[config.mk]
export PLATFORM = sky130hd
export DESIGN_NAME = alu_issue_flat
export DESIGN_NICKNAME = d
export VERILOG_FILES = /design/src/rtl/alu_issue_pkg.sv /design/src/rtl/alu_issue_if.sv /design/src/rtl/alu_operand_mux.sv /design/src/rtl/alu_issue.sv /design/src/flat_wrapper.sv
export SDC_FILE = /design/constraint.sdc
export NUM_CORES = 1
export LEC_CHECK = 0
export CAP_MARGIN = 20
export CORE_ASPECT_RATIO = 1.25
export CORE_MARGIN = 5
export CORE_UTILIZATION = 32
export CTS_CLUSTER_DIAMETER = 40
export CTS_CLUSTER_SIZE = 28
export DETAILED_ROUTE_END_ITERATION = 6
export GPL_TIMING_DRIVEN = 0
export PLACE_DENSITY = 0.79
export SETUP_SLACK_MARGIN = 0.05
export SLEW_MARGIN = 20
export SYNTH_ARGS = -nofsm -noshare
export SYNTH_HDL_FRONTEND = slang
export SYNTH_SLANG_ARGS = --single-unit
[constraint.sdc]
create_clock -name clk -period 1.31 [get_ports clk]
set_input_delay 0.131 -clock clk [delete_from_list [all_inputs] [get_ports clk]]
set_output_delay 0.131 -clock clk [all_outputs]
set_load 0.05 [all_outputs]
[src/rtl/alu_issue_pkg.sv]
// Shared definitions for the decode-to-ALU issue stage: datapath width,
// ALU opcodes and the writeback forwarding helper.
package alu_issue_pkg;

  localparam int XLEN = 32;

  typedef enum logic [4:0] {
    OP_JALR = 5'b00000,
    OP_ADD  = 5'b00011,
    OP_SUB  = 5'b00100,
    OP_SLTI = 5'b01000,
    OP_JAL  = 5'b10000
  } alu_op_e;

  localparam logic [4:0] OP_RESET = OP_ADD;

  // x0 is hardwired to zero, so a writeback to it must never be forwarded
  function automatic logic [XLEN-1:0] fwd_sel(
    input logic            we,
    input logic [4:0]      wrd,
    input logic [4:0]      rs,
    input logic [XLEN-1:0] wdata,
    input logic [XLEN-1:0] rdata
  );
    if (we && (wrd != 5'd0) && (wrd == rs)) begin
      return wdata;
    end else begin
      return rdata;
    end
  endfunction

endpackage

[src/rtl/alu_issue_if.sv]
// Decode-side request and ALU-side response of the issue stage in one bundle.
interface alu_issue_if;
  import alu_issue_pkg::*;

  logic            in_valid;
  logic            in_ready;
  logic [XLEN-1:0] in_pc;
  logic [4:0]      in_rs1;
  logic [4:0]      in_rs2;
  logic [XLEN-1:0] in_rs1_data;
  logic [XLEN-1:0] in_rs2_data;
  logic [XLEN-1:0] in_imm;
  logic            in_alusrc;
  logic [4:0]      in_aluop;
  logic [4:0]      in_rd;
  logic            in_regwrite;

  logic            out_valid;
  logic            out_ready;
  logic [XLEN-1:0] alu_a;
  logic [XLEN-1:0] alu_b;
  logic [4:0]      alu_op;
  logic [4:0]      out_rd;
  logic            out_regwrite;

  modport master (
    output in_valid, in_pc, in_rs1, in_rs2, in_rs1_data, in_rs2_data,
           in_imm, in_alusrc, in_aluop, in_rd, in_regwrite, out_ready,
    input  in_ready, out_valid, alu_a, alu_b, alu_op, out_rd, out_regwrite
  );

  modport slave (
    input  in_valid, in_pc, in_rs1, in_rs2, in_rs1_data, in_rs2_data,
           in_imm, in_alusrc, in_aluop, in_rd, in_regwrite, out_ready,
    output in_ready, out_valid, alu_a, alu_b, alu_op, out_rd, out_regwrite
  );

endinterface

[src/rtl/alu_operand_mux.sv]
// Combinational ALU operand selection with optional writeback forwarding,
// enabled by defining ALU_ISSUE_FORWARD_EN.
module alu_operand_mux
  import alu_issue_pkg::*;
(
  input  logic [XLEN-1:0] pc,
  input  logic [4:0]      rs1,
  input  logic [4:0]      rs2,
  input  logic [XLEN-1:0] rs1_data,
  input  logic [XLEN-1:0] rs2_data,
  input  logic [XLEN-1:0] imm,
  input  logic            alusrc,
  input  logic [4:0]      aluop,
  input  logic            wb_we,
  input  logic [4:0]      wb_rd,
  input  logic [XLEN-1:0] wb_data,
  output logic [XLEN-1:0] a,
  output logic [XLEN-1:0] b
);

  logic [XLEN-1:0] rs1_val_s;
  logic [XLEN-1:0] rs2_val_s;

`ifdef ALU_ISSUE_FORWARD_EN
  assign rs1_val_s = fwd_sel(wb_we, wb_rd, rs1, wb_data, rs1_data);
  assign rs2_val_s = fwd_sel(wb_we, wb_rd, rs2, wb_data, rs2_data);
`else
  // Register indices and the writeback bus only matter when forwarding
  logic unused_fwd_s;
  assign unused_fwd_s = ^{wb_we, wb_rd, wb_data, rs1, rs2};
  assign rs1_val_s    = rs1_data;
  assign rs2_val_s    = rs2_data;
`endif

  // Jumps take the immediate as B; jal also swaps A for the PC
  always_comb begin
    a = rs1_val_s;
    b = rs2_val_s;
    case (aluop)
      OP_JAL: begin
        a = pc;
        b = imm;
      end
      OP_JALR: begin
        a = rs1_val_s;
        b = imm;
      end
      default: begin
        a = rs1_val_s;
        if (alusrc) begin
          b = imm;
        end else begin
          b = rs2_val_s;
        end
      end
    endcase
  end

endmodule

[src/rtl/alu_issue.sv]
// Single-entry decode-to-ALU pipeline register with flush and backpressure.
// Writeback forwarding into the operands is enabled by ALU_ISSUE_FORWARD_EN.
module alu_issue
  import alu_issue_pkg::*;
(
  input  logic            clk,
  input  logic            rst,
  input  logic            flush,
  input  logic            wb_we,
  input  logic [4:0]      wb_rd,
  input  logic [XLEN-1:0] wb_data,
  alu_issue_if.slave      bus
);

  logic            ready_s;
  logic [XLEN-1:0] a_s;
  logic [XLEN-1:0] b_s;

  logic            valid_r;
  logic            regwrite_r;
  logic [XLEN-1:0] a_r;
  logic [XLEN-1:0] b_r;
  logic [4:0]      op_r;
  logic [4:0]      rd_r;

  assign ready_s = (!valid_r || bus.out_ready) && !flush && !rst;

  alu_operand_mux u_mux (
    .pc       (bus.in_pc),
    .rs1      (bus.in_rs1),
    .rs2      (bus.in_rs2),
    .rs1_data (bus.in_rs1_data),
    .rs2_data (bus.in_rs2_data),
    .imm      (bus.in_imm),
    .alusrc   (bus.in_alusrc),
    .aluop    (bus.in_aluop),
    .wb_we    (wb_we),
    .wb_rd    (wb_rd),
    .wb_data  (wb_data),
    .a        (a_s),
    .b        (b_s)
  );

  // Flush only drops the valid/write qualifiers; stale data is harmless
  always_ff @(posedge clk) begin
    if (rst) begin
      valid_r    <= 1'b0;
      regwrite_r <= 1'b0;
      a_r        <= {XLEN{1'b0}};
      b_r        <= {XLEN{1'b0}};
      op_r       <= OP_RESET;
      rd_r       <= 5'd0;
    end else if (flush) begin
      valid_r    <= 1'b0;
      regwrite_r <= 1'b0;
    end else if (bus.in_valid && ready_s) begin
      valid_r    <= 1'b1;
      regwrite_r <= bus.in_regwrite;
      a_r        <= a_s;
      b_r        <= b_s;
      op_r       <= bus.in_aluop;
      rd_r       <= bus.in_rd;
    end else if (bus.out_ready) begin
      valid_r    <= 1'b0;
      regwrite_r <= 1'b0;
    end
  end

  assign bus.in_ready     = ready_s;
  assign bus.out_valid    = valid_r;
  assign bus.out_regwrite = regwrite_r;
  assign bus.alu_a        = a_r;
  assign bus.alu_b        = b_r;
  assign bus.alu_op       = op_r;
  assign bus.out_rd       = rd_r;

endmodule

[src/flat_wrapper.sv]
// flat-port wrapper written by rule: the top's interface ports become plain ports
module alu_issue_flat import alu_issue_pkg::*;
  (clk, rst, flush, wb_we, wb_rd, wb_data, bus_in_valid, bus_in_pc, bus_in_rs1, bus_in_rs2, bus_in_rs1_data, bus_in_rs2_data, bus_in_imm, bus_in_alusrc, bus_in_aluop, bus_in_rd, bus_in_regwrite, bus_out_ready, bus_in_ready, bus_out_valid, bus_alu_a, bus_alu_b, bus_alu_op, bus_out_rd, bus_out_regwrite);
  alu_issue_if bus_i ();
  input  logic clk;
  input  logic rst;
  input  logic flush;
  input  logic wb_we;
  input  logic [4:0] wb_rd;
  input  logic [XLEN-1:0] wb_data;
  input wire logic [$bits(bus_i.in_valid)-1:0] bus_in_valid;
  input wire logic [$bits(bus_i.in_pc)-1:0] bus_in_pc;
  input wire logic [$bits(bus_i.in_rs1)-1:0] bus_in_rs1;
  input wire logic [$bits(bus_i.in_rs2)-1:0] bus_in_rs2;
  input wire logic [$bits(bus_i.in_rs1_data)-1:0] bus_in_rs1_data;
  input wire logic [$bits(bus_i.in_rs2_data)-1:0] bus_in_rs2_data;
  input wire logic [$bits(bus_i.in_imm)-1:0] bus_in_imm;
  input wire logic [$bits(bus_i.in_alusrc)-1:0] bus_in_alusrc;
  input wire logic [$bits(bus_i.in_aluop)-1:0] bus_in_aluop;
  input wire logic [$bits(bus_i.in_rd)-1:0] bus_in_rd;
  input wire logic [$bits(bus_i.in_regwrite)-1:0] bus_in_regwrite;
  input wire logic [$bits(bus_i.out_ready)-1:0] bus_out_ready;
  output wire logic [$bits(bus_i.in_ready)-1:0] bus_in_ready;
  output wire logic [$bits(bus_i.out_valid)-1:0] bus_out_valid;
  output wire logic [$bits(bus_i.alu_a)-1:0] bus_alu_a;
  output wire logic [$bits(bus_i.alu_b)-1:0] bus_alu_b;
  output wire logic [$bits(bus_i.alu_op)-1:0] bus_alu_op;
  output wire logic [$bits(bus_i.out_rd)-1:0] bus_out_rd;
  output wire logic [$bits(bus_i.out_regwrite)-1:0] bus_out_regwrite;
  assign bus_i.in_valid = bus_in_valid;
  assign bus_i.in_pc = bus_in_pc;
  assign bus_i.in_rs1 = bus_in_rs1;
  assign bus_i.in_rs2 = bus_in_rs2;
  assign bus_i.in_rs1_data = bus_in_rs1_data;
  assign bus_i.in_rs2_data = bus_in_rs2_data;
  assign bus_i.in_imm = bus_in_imm;
  assign bus_i.in_alusrc = bus_in_alusrc;
  assign bus_i.in_aluop = bus_in_aluop;
  assign bus_i.in_rd = bus_in_rd;
  assign bus_i.in_regwrite = bus_in_regwrite;
  assign bus_i.out_ready = bus_out_ready;
  assign bus_in_ready = bus_i.in_ready;
  assign bus_out_valid = bus_i.out_valid;
  assign bus_alu_a = bus_i.alu_a;
  assign bus_alu_b = bus_i.alu_b;
  assign bus_alu_op = bus_i.alu_op;
  assign bus_out_rd = bus_i.out_rd;
  assign bus_out_regwrite = bus_i.out_regwrite;
  alu_issue u_core (.clk(clk), .rst(rst), .flush(flush), .wb_we(wb_we), .wb_rd(wb_rd), .wb_data(wb_data), .bus(bus_i));
endmodule
==> impl_metrics.toml <==
[outcome]
status = "finished, violations left"
violations = "setup timing"

[die]
rows = 44
die_area_um2 = 14100
die_width_um = 107
die_h_um = 131
core_area_um2 = 11600
top_level_ports = 270
start_util = 0.326

[critical_path]
crit_path_top_delay_cell = "dfxtp_4"
critPathKind = "flop to primary output"
end_kind = "primary output"
crit_arrival_ps = 1220
cp_cell_sequence = "nor2b_4, buf_8, nor2_4, buf_6"
cp.required_ps = 1180
critPathLaunchType = "flop"
cp_max_fo = 4
crit_path_max_incr_delay_ps = 370
ff2ff_path_depth = 5

[place]
dpl.cell_count = 804
dpl-instance-area_um2 = 6230
port_buffers = 219
hpwl_mm = 12.8
finalWeightedCongestion = 0.832

[global_routing]
grt_pass1_wl_mm = 27.6
grt_max_degree = 13
grt_pass1_vias = 5225
antenna_found_initial = 1
grtUsageTotal = 0.242
overflow = 0

[clocking]
insertion_delay_ps = 330
cts.reportedPaths.clkPinSlew_ps = 60
cts-buffers-inserted = 9
cts_tree = "yes"
cts_buffer_depth = 2
clkSinkCount = 76
h-tree-depth = 3
ctsRootBufferMaster = "clkbuf_16"

[sta]
fin_ws_ps = -45.0
period_needed_ps = 1350
tightest_slew_ps = 695
setup_viol = 29
maxSlewHeadroom = 0.536
slew_violations = 0
rsz0062_at_grt = "true"
hold_viol = 0
max_freq_mhz = 738
fin_crit_sh = 1.03
holdWs_ps = 114
finClkSkew_ps = 4.45

[job]
cap_violations = 0

[layout]
fin_area_um2 = 7400
syn2layout_area_growth_pct = 96.4
drive_above_1_share = 0.310
finalNonFillerCells = 836
fin_util = 0.640
finalNetCount = 886

[synth]
synthArstFlopShare = 0
syn-instance-count = 447
synth_area_leaders = "dfxtp_1 40%, a311oi_1 15%, a31oi_1 11%, o21ai_0 7.8%, nand3b_1 6.4%"
synth-seq-cells = 76
synth_largest_area_cell = "dfxtp_1"
synth_most_common_cell = "dfxtp_1"
synth.yosys.warnings = 0
synth_common_cells = "76 x dfxtp_1, 66 x a31oi_1, 64 x a311oi_1"
synth_top_area_share = 0.404
netlist-cell-type-count = 24
avgSynthCellArea_um2 = 8.43
ys_seq_area_frac = 0.404
synth_enable_flop_cells = 0
synth_area_um2 = 3770
syn_nets = 640
synthFlopType = "dfxtp_1"

[power]
ir_drop_mv = 0.782
p_leak_uw = 0.00243
p_total_uw = 7090
power_density_nw_per_um2 = 958

[detailed_routing]
wirelength_mm = 18.5
drt-pass1-iter-count = 5
drc = 0
post_drt_wl_per_cell_um = 22.1
post_drt_via_cell_ratio = 6.08
drtAntennaViolNets = 0
drt_iter0_markers = 263
vias = 5082

[min_path]
min_path_cells = 3
hp-class = "input port to flop"
[report_power, final]
group,total [uW],leakage (uW),internal (uW),switching [uW]
Clock,2660,0.000156,1680,978
Sequential,2490,0.000622,2430,68.2
Combinational,1940,0.00165,871,1070
[logic make-up (layout without fill, tap and decap cells)]
family / Yosys count / in the layout / share of synthesized area
and+or+nand+nor: 83 / 83 / 0.142
AOI/OAI and AO/OA: 215 / 215 / 0.377
other: 0 / 1 / 0
DFF: 76 / 76 / 0.404
buffers and inverters: 73 / 323 / 0.0773
[per-stage QoR]
stage / setup TNS [ps] / setup slack, ps
final: -394 / -45.0
after global routing: -3260 / -78.6
after CTS: -96.3 / -71.1
after detailed placement: -63480 / -1020
after global placement: -61540 / -995
after floorplan: 0 / 29.8
[registers in the layout, summed over array words and instances, names as in the netlist]
name                     count
u_core.bus.alu_b            32
u_core.bus.out_regwrite      1
u_core.bus.alu_op            5
u_core.bus.out_rd            5
u_core.bus.out_valid         1
u_core.bus.alu_a            32
[cell type report]
| class | instances | area, um2 |
|---|---|---|
| Fill cell | 935 | 4160 |
| Timing Repair Buffer | 236 | 2490 |
| Multi-Input combinational cell | 298 | 2320 |
| Sequential cell | 76 | 1530 |
| Buffer | 68 | 558 |
| Clock buffer | 12 | 278 |
| Tap cell | 138 | 173 |
| Clock inverter | 3 | 42.5 |
| Inverter | 4 | 15.0 |
| Antenna cell | 1 | 2.50 |
[cell usage in the layout, fill, tap and decap left out, types with 9 or more instances in the layout]
cell type	Yosys	final
clkdlybuf4s50_1	0	134
clkdlybuf4s15_2	0	75
dfxtp_1	76	75
a31oi_1	66	66
a311oi_2	0	44
o21ai_0	59	37
nand3b_1	32	32
nand3_1	32	32
o21ai_1	7	27
clkbuf_1	49	22
a311oi_1	64	20
clkbuf_16	0	17
buf_4	0	14
clkbuf_2	0	11
nand4_1	9	9
a21oi_1	10	9
[routing by layer]
| metal | part of all wire | up-vias | track usage |
|---|---|---|---|
| li1 | - | 2291 | - |
| met2 | 0.52 | 262 | 0.433 |
| met4 | 0.020 | 0 | 0.0903 |
| met5 | 0 | - | 0 |
| met3 | 0.075 | 30 | 0.0608 |
| met1 | 0.38 | 2499 | 0.272 |
[worst max-delay path: cells and delay by family, from the launching register on]
family | cells | cell delay [ps]
and+or+nand+nor | 2 | 250
DFF | 1 | 370
buffers and inverters | 2 | 270
[worst paths after layout]
path                                                   startpoint                                end  slack (ps)
worst max-delay path            u_core.bus.out_valid$_SDFFE_PP0P_                       bus_in_ready         -40
worst min-delay path                              bus_in_aluop[3]  u_core.bus.alu_op[3]$_SDFFE_PP0P_         110
worst max register to register  u_core.bus.out_valid$_SDFFE_PP0P_   u_core.bus.alu_b[6]$_SDFFE_PP0P_         -30
worst min register to register  u_core.bus.out_rd[4]$_SDFFE_PP0P_  u_core.bus.out_rd[4]$_SDFFE_PP0P_         480
[repair_timing]
| action | CTS | global route |
|---|---|---|
| cloned | 2 | 5 |
| gates resized for setup | 336 | 53 |
| pin swaps | 8 | 6 |
| hold buffers | 0 | 0 |
| buffers inserted | 9 | 1 |
| endpoints found under the setup margin | 153 | 72 |
Power figures use the tool's default switching activity.
